--- config.mk ---
export PLATFORM = sky130hd
export DESIGN_NAME = data_mem_responder
export DESIGN_NICKNAME = d
export VERILOG_FILES = /design/src/rtl/data_mem_responder.sv
export SDC_FILE = /design/constraint.sdc
export NUM_CORES = 2
export LEC_CHECK = 0
export BUFFER_PORTS_ARGS = -buffer_cell sky130_fd_sc_hd__buf_2
export CORE_AREA = 5 5 795 560
export DETAILED_ROUTE_END_ITERATION = 8
export DIE_AREA = 0 0 800 565
export PLACE_DENSITY_LB_ADDON = 0.1
export SLEW_MARGIN = 20
export SYNTH_ARGS = -nofsm -noshare
export SYNTH_HDL_FRONTEND = slang
export SYNTH_SLANG_ARGS = --single-unit
export TNS_END_PERCENT = 1
--- constraint.sdc ---
create_clock -name clk -period 14.75 [get_ports clk]
set_clock_uncertainty 0.2 [all_clocks]
set_input_delay 0.7375 -clock clk [delete_from_list [all_inputs] [get_ports clk]]
set_output_delay 0.7375 -clock clk [all_outputs]
set_load 0.005 [all_outputs]
--- src/rtl/data_mem_responder.sv ---
// Multi-channel data memory responder: round-robin arbitration over per-channel
// read/write requests into a single-port array, with fixed-latency ready pulses.
module data_mem_responder #(
  parameter int unsigned ADDR_BITS    = 8,
  parameter int unsigned DATA_BITS    = 8,
  parameter int unsigned NUM_CHANNELS = 4,
  parameter int unsigned LATENCY      = 2
) (
  input  logic                                   clk,
  input  logic                                   reset,
  input  logic                                   host_write_enable,
  input  logic [ADDR_BITS-1:0]                   host_write_address,
  input  logic [DATA_BITS-1:0]                   host_write_data,
  input  logic [NUM_CHANNELS-1:0]                read_valid,
  input  logic [NUM_CHANNELS-1:0][ADDR_BITS-1:0] read_address,
  output logic [NUM_CHANNELS-1:0]                read_ready,
  output logic [NUM_CHANNELS-1:0][DATA_BITS-1:0] read_data,
  input  logic [NUM_CHANNELS-1:0]                write_valid,
  input  logic [NUM_CHANNELS-1:0][ADDR_BITS-1:0] write_address,
  input  logic [NUM_CHANNELS-1:0][DATA_BITS-1:0] write_data,
  output logic [NUM_CHANNELS-1:0]                write_ready
);

  localparam int unsigned Depth = 2 ** ADDR_BITS;
  localparam int unsigned CntW  = (LATENCY > 1) ? $clog2(LATENCY) : 1;
  localparam int unsigned RrW   = (NUM_CHANNELS > 1) ? $clog2(NUM_CHANNELS) : 1;

  typedef enum logic [1:0] {StIdle, StPending, StRespond} state_e;

  state_e                                 state_q [NUM_CHANNELS];
  state_e                                 state_d [NUM_CHANNELS];
  logic   [CntW-1:0]                      cnt_q   [NUM_CHANNELS];
  logic   [CntW-1:0]                      cnt_d   [NUM_CHANNELS];
  logic   [NUM_CHANNELS-1:0]              kind_q, kind_d;  // 1 = write
  logic   [NUM_CHANNELS-1:0][DATA_BITS-1:0] rdata_q, rdata_d;
  logic   [NUM_CHANNELS-1:0]              rready_q, rready_d;
  logic   [NUM_CHANNELS-1:0]              wready_q, wready_d;
  logic   [RrW-1:0]                       rr_q, rr_d;
  logic   [DATA_BITS-1:0]                 mem_q [Depth];

  logic   [NUM_CHANNELS-1:0]              eligible;
  logic                                   gnt_valid;
  logic   [RrW-1:0]                       gnt_idx;
  logic                                   gnt_write;

  // First eligible channel at or after rr; host writes and reset suppress the grant.
  always_comb begin
    int unsigned idx;
    idx       = 0;
    gnt_valid = 1'b0;
    gnt_idx   = '0;
    for (int i = 0; i < NUM_CHANNELS; i++) begin
      eligible[i] = (state_q[i] == StIdle) && (read_valid[i] || write_valid[i]);
    end
    for (int unsigned off = 0; off < NUM_CHANNELS; off++) begin
      idx = (32'(rr_q) + off) % NUM_CHANNELS;
      if (!gnt_valid && eligible[idx]) begin
        gnt_valid = 1'b1;
        gnt_idx   = RrW'(idx);
      end
    end
    if (!reset || host_write_enable) gnt_valid = 1'b0;
    gnt_write = !read_valid[gnt_idx];
    rr_d      = rr_q;
    if (gnt_valid) begin
      rr_d = (gnt_idx == RrW'(NUM_CHANNELS - 1)) ? '0 : gnt_idx + 1'b1;
    end
  end

  always_comb begin
    kind_d  = kind_q;
    rdata_d = rdata_q;
    for (int i = 0; i < NUM_CHANNELS; i++) begin
      state_d[i] = state_q[i];
      cnt_d[i]   = cnt_q[i];
      case (state_q[i])
        StIdle: begin
          if (gnt_valid && (gnt_idx == RrW'(i))) begin
            kind_d[i] = gnt_write;
            if (!gnt_write) rdata_d[i] = mem_q[read_address[i]];
            if (LATENCY == 1) begin
              state_d[i] = StRespond;
            end else begin
              state_d[i] = StPending;
              cnt_d[i]   = CntW'(LATENCY - 1);
            end
          end
        end
        StPending: begin
          if (cnt_q[i] <= CntW'(1)) begin
            state_d[i] = StRespond;
            cnt_d[i]   = '0;
          end else begin
            cnt_d[i] = cnt_q[i] - CntW'(1);
          end
        end
        StRespond: state_d[i] = StIdle;
        default:   state_d[i] = StIdle;
      endcase
      rready_d[i] = (state_d[i] == StRespond) && !kind_d[i];
      wready_d[i] = (state_d[i] == StRespond) && kind_d[i];
    end
  end

  always_ff @(posedge clk or negedge reset) begin
    if (!reset) begin
      for (int i = 0; i < NUM_CHANNELS; i++) begin
        state_q[i] <= StIdle;
        cnt_q[i]   <= '0;
      end
      kind_q   <= '0;
      rdata_q  <= '0;
      rready_q <= '0;
      wready_q <= '0;
      rr_q     <= '0;
    end else begin
      for (int i = 0; i < NUM_CHANNELS; i++) begin
        state_q[i] <= state_d[i];
        cnt_q[i]   <= cnt_d[i];
      end
      kind_q   <= kind_d;
      rdata_q  <= rdata_d;
      rready_q <= rready_d;
      wready_q <= wready_d;
      rr_q     <= rr_d;
    end
  end

  // Array is deliberately not reset; granted writes survive a reset.
  always_ff @(posedge clk) begin
    if (host_write_enable) begin
      mem_q[host_write_address] <= host_write_data;
    end else if (gnt_valid && gnt_write) begin
      mem_q[write_address[gnt_idx]] <= write_data[gnt_idx];
    end
  end

  assign read_ready  = rready_q;
  assign write_ready = wready_q;
  assign read_data   = rdata_q;

endmodule

# Word level (Yosys, flattened, before mapping)
# Memories as Yosys holds them, arrays and structs flattened. A register that Yosys moved wholly into a read port is not among the register bits.
# Cells that the tools add are included.
# totals
ff_bits,26
mem_bits_rw,2048
input_bits,123
out_inout_bits,40
wordCells,165
memories,1
# mem_list
name,words,word_bits,read_ports,rd_clocked_by_memory_dff,write_ports,line,rtl
mem_q,256,8,4,4,1,39,logic [DATA_BITS-1:0] mem_q [Depth];
# classes
add_sub_neg,8
n_lt_le_gt_ge,9
eq_ne,15
muxes,64
n_reduce_logical,56
# op_table
operator,n
binary-select mux 8 bit (select 2 bit),2
two-way mux 1 bit,32
two-way mux 8 bit,4
two-way mux 2 bit,13
logical AND 1 bit,20
one-hot mux 2 bit (2 select lines),4
"< comparator 2 x 3 -> 1 bit, second input constant",5
logical NOT 1 bit,13
"== test 2 bit, second input constant",6
AND reduction 3 bit,4
binary-select mux 1 bit (select 2 bit),5
"== test 2 x 1 -> 1 bit, second input constant",5
logical NOT 2 bit,5
"!= test 2 x 1 -> 1 bit, second input constant",4
one-hot mux 1 bit (2 select lines),4
AND reduction 2 bit,4
nonzero test 2 bit,4
OR reduction 8 bit,1
logical OR 1 bit,5
"adder 2 x 1 -> 2 bit, second input constant",2
"adder 2 bit, second input constant",2
"less-or-equal comparator 1 bit, second input constant",4
"subtractor 1 bit, second input constant",4

# Depth between registers and ports, before layout
# depth
depth_word,23
mapped_depth,14
ltp_nobuf,10

# Worst setup path before layout
# No wires, ideal clock.
# synth_timing
kind,input to register
from,in write_valid[0]
to,mem mem_q[0][5] (data pin)
setup_time_ns,2.187
arrival_time_ns,12.507
required_ns,12.363
path_slack_ns,-0.144
stages,10
path_buffers,3
path_cell_list,nor2_1 -> or4_1 -> a21o_1 -> and3_4 -> a211oi_4 -> o21ai_4 -> buf_6 -> buf_2 -> buf_1 -> o21ai_0
# synth_via
elab_chain_len,23
word_cells_on_any_way,36
classes_between,25 x mux; 11 x reduce/logical
# synth_lines
item,line,rtl
"start, declared",18,"input logic [NUM_CHANNELS-1:0] write_valid,"
logical OR 1 bit *,53,eligible[i] = (state_q[i] == StIdle) && (read_valid[i] || write_valid[i]);
logical AND 1 bit *,53,
binary-select mux 1 bit (select 2 bit),57,if (!gnt_valid && eligible[idx]) begin
two-way mux 1 bit (not written as such),57,
two-way mux 1 bit,57,
logical NOT 1 bit,57,
logical AND 1 bit,57,
two-way mux 1 bit,57,
[... 7 more ...],n/a,
two-way mux 1 bit (not written as such),63,gnt_write = !read_valid[gnt_idx];
logical NOT 1 bit,63,
logical AND 1 bit,133,end else if (gnt_valid && gnt_write) begin
two-way mux 1 bit,133,
two-way mux 1 bit,131,if (host_write_enable) begin
two-way mux 1 bit (not written as such),134,mem_q[write_address[gnt_idx]] <= write_data[gnt_idx];
OR reduction 8 bit (no line),n/a,
two-way mux 8 bit (no line) *,n/a,
"end, declared",39,
# Mark *: on every way between the ends. The rest lies on a longest branch, timed or not. The select of a mux whose other input is x is not followed.

# Worst setup path after layout
# layout_timing
from,reg state_q[5] (netlist name)
to,"mem mem_q[158][2], enable pin"
# layout_via
elab_chain_len,23
word_cells_on_any_way,37
classes_between,26 x mux; 11 x reduce/logical
# layout_lines
item,line,rtl
"start, declared",30,state_e state_q [NUM_CHANNELS];
"start signal, assigned by index",108,state_q[i] <= StIdle;
"start signal, assigned by index",118,state_q[i] <= state_d[i];
logical NOT 2 bit *,53,
logical AND 1 bit *,53,
binary-select mux 1 bit (select 2 bit),57,
two-way mux 1 bit (not written as such),57,
two-way mux 1 bit,57,
logical NOT 1 bit,57,
logical AND 1 bit,57,
two-way mux 1 bit,57,
[... 7 more ...],n/a,
two-way mux 1 bit (not written as such),63,
logical NOT 1 bit,63,
logical AND 1 bit,133,
two-way mux 1 bit,133,
two-way mux 1 bit,131,
two-way mux 1 bit (not written as such),134,
OR reduction 8 bit (no line),n/a,
two-way mux 8 bit (no line) or two-way mux 1 bit (tied branches),n/a,
# Marked as above.

==> results.toml <==
[routing]
routed_via_density = 6.74
first_pass_iters = 8
wl_per_cell_um = 47.6
drc = 0
routed_wl_um = 670000
drt_iter0_drc = 15100
postRouteAntennaNets = 0
vias = 94900

[clock_tree]
numCtsBuffers = 239
clk_pin_slew_worst_paths_ps = 60
cts_tree = "built"
cts_sinks = 2102
insertion_delay_ps = 990
cts_root_buffer = "clkbuf_16"
htreeDepth = 4
cts_buffer_depth = 4

[placement]
port_buffers = 162
postPlaceCellArea_um2 = 139000
hpwl_um = 457000
place.gp.congestion = 0.947
place_inst = 13600

[floorplan]
num_rows = 203
start_util_pct = 29.9
coreArea_um2 = 436000
die-area_um2 = 452000
die_w_um = 800
boundaryPins = 163
die_h_um = 565

[job]
cap_violations = 0

[synth]
syn_nets = 8161
yosysWarningCount = 0
synthArstFlopShare_pct = 2.57
synthCells = 8034
synthesis.area_um2 = 131000
syn_avg_cell_area_um2 = 16.2
seq_area_frac_synth_pct = 48.2
synth_edf_count = 2048
ys_types = 76
yosys_register_bits = 2102
synth_flop_cell = "edfxtp_1"

[global_route]
grt_first_pass_wirelength_um = 883000
antenna_found_initial = 79
grt_max_degree = 139
gr-total-overflow = 0
grt_usage_pct = 28.9
grt_pass1_vias = 90800

[worst_setup_path]
startpoint_type = "register"
cp_max_fo = 43
endpoint_kind = "register"
critical_path_class = "register to register"
worstPathArrival_ps = 6970
required_ps = 15130

[timing]
rsz0062_at_grt = "false"
slew_violations = 0
period_share_pct = 44.7
tns_ps = 0
min_period_ps = 6590
setup_viol_count_final = 0
finalHoldViolations = 0
maxSlewHeadroom_pct = 12.8
fmax_mhz = 152
worstMarginPinSlew_ps = 1290

[cells_and_area]
area_growth_pct = 13.1
fill_cells = 41400
instances_no_fill = 14100
final_layout_size_suffix_gt1_share_pct = 37.0
layout.nets = 8124
final_area_um2 = 148000

[power_and_ir_drop]
peakVddDrop_mv = 0.109
power_density_nw_per_um2 = 121
p_leak_nw = 45.7

[outcome]
status = "finished clean"

[worst_hold_path]
hold_class = "input pin to async pin"
==> registers in the layout, indices dropped and copies added, names as in the netlist <==
| name | flops |
|---|---|
| rr_q | 2 |
| state_q | 8 |
| write_ready | 4 |
| mem_q | 2048 |
| read_data | 32 |
| kind_q | 4 |
| read_ready | 4 |
==> cells in the final DEF, fill, tap and decap left out, types with 17 or more instances in the layout <==
cell type / count
edfxtp_1: 2048
mux4_2: 1872
mux2i_1: 538
nor2_1: 354
buf_4: 351
o21ai_0: 345
clkbuf_16: 241
a221oi_1: 213
nand2_1: 191
o22ai_1: 151
buf_2: 145
a21oi_1: 141
a211oi_1: 130
a22oi_1: 125
nor2b_1: 87
nand3_1: 77
o211ai_1: 69
a22o_1: 67
nor2_2: 60
dfrtp_1: 54
clkinv_1: 52
nor3_1: 50
nand4_1: 50
clkinv_2: 44
diode_2: 43
o221ai_1: 43
bufinv_16: 43
mux2_2: 42
clkbuf_1: 32
nand2b_1: 31
o22a_1: 28
and3_1: 26
buf_12: 25
inv_1: 24
or2_2: 24
o31ai_1: 22
and2_1: 20
a221o_1: 20
a2111oi_0: 20
or4_1: 17
==> final timing paths <==
kind | from | to | slack, ps | cells past startpoint
worst max-delay path | state_q[5]$_DFF_PN0_ | mem_q[158][2]$_DFFE_PP_ | 8160 | 11
worst min-delay path | reset | rr_q[1]$_DFFE_PN0P_ | 80 | 2
worst max register to register | state_q[5]$_DFF_PN0_ | mem_q[158][2]$_DFFE_PP_ | 8160 | 11
worst min register to register | state_q[1]$_DFF_PN0_ | state_q[1]$_DFF_PN0_ | 250 | 1
max in group asynchronous | reset | read_data[13]$_DFFE_PN0P_ | 13200 | 3
min in group clk | host_write_data[6] | mem_q[211][6]$_DFFE_PP_ | 100 | 3
==> report_power, final <==
group / switching [mW] / internal, mW
Clock: 2.75 / 3.74
Combinational: 2.87 / 1.05
Sequential: 0.174 / 7.27
==> cell usage after synthesis (9+ instances only) <==
library cell	number	area share [%]
mux2i_1	538	4.1
mux2_2	42	0.36
a221o_1	20	0.15
o22a_1	28	0.19
and2_1	24	0.12
nand4_1	50	0.24
o22ai_1	152	0.73
nor3_1	65	0.25
or3_1	14	0.067
buf_1	139	0.40
clkbuf_1	343	0.99
a21oi_1	147	0.56
or4_1	17	0.098
a22o_1	67	0.45
mux4_2	1872	32
a2111oi_0	43	0.29
o221ai_1	43	0.29
nor4_1	17	0.081
o2111ai_1	11	0.074
edfxtp_1	2048	47
buf_4	20	0.12
a221oi_1	213	1.4
buf_2	324	1.2
nand2_1	204	0.59
dfrtp_1	54	1.0
nand2b_1	35	0.17
o31ai_1	24	0.14
and3_1	26	0.12
o311ai_0	13	0.087
nor2b_1	98	0.47
a22oi_1	125	0.72
o211ai_1	69	0.40
or2_2	24	0.12
nand3_1	77	0.30
o21ai_1	9	0.035
inv_1	25	0.072
o21ai_0	366	1.4
nor2_1	419	1.2
a211oi_1	130	0.75
==> layer usage <==
| metal | vias up | global-route usage [%] | routed length (um) |
|---|---|---|---|
| met4 | 38 | 9.65 | 25900 |
| met1 | 51200 | 40.8 | 278000 |
| met2 | 7463 | 39.7 | 272000 |
| met5 | - | 0.606 | 582 |
| met3 | 1050 | 12.3 | 94400 |
| li1 | 35100 | - | - |
==> cell type report <==
class / count / area (um^2) / area share (%)
inverters: 28 / 108 / 0.0729
flip-flops and latches: 2102 / 62900 / 42.6
multi-input cells: 5077 / 64800 / 43.9
diodes: 43 / 108 / 0.0729
repair buffers: 549 / 4250 / 2.88
clock inverters: 161 / 1910 / 1.29
clock buffers: 276 / 6190 / 4.20
well taps: 5842 / 7310 / 4.95
==> logic make-up after synthesis <==
group,count (synthesis),share of synthesized area (%)
fa+ha+maj,4,0.0383
compound gates,1516,8.09
simple gates,1101,4.03
buf+inv,855,2.83
flops,2102,48.2
mux,2456,36.9
==> per-stage QoR <==
step                hold WS, ps  total power, mW  utilization [%]  setup WS (ps)
finish                     75.8             17.9             33.8           8160
floorplan                   218             9.78                -           -131
global route               89.8             18.3             33.8           7920
detailed placement          246             11.4             31.9           7920
CTS                        44.4             17.8             33.8           8320
global placement            259             11.4             31.8           7740
==> repair_timing <==
item / 4_1_cts / 5_1_grt
buffers inserted: 0 / 0
endpoints found under the setup margin: 0 / 0
hold endpoints to repair: 22 / 0
hold buffers: 1 / 0
resized for setup: 0 / 0
==> worst max-delay path, stage by stage (launching register included) <==
cell	delay (ps)
dfrtp_1	410
nor2_1	220
o21ai_1	210
a211o_1	330
a21oi_2	580
inv_1	600
a211oi_4	380
o21ai_4	60
buf_4	360
nor4_4	1030
o21ai_1	710
nor2_1	1070
(Power assumes the default switching activity.)
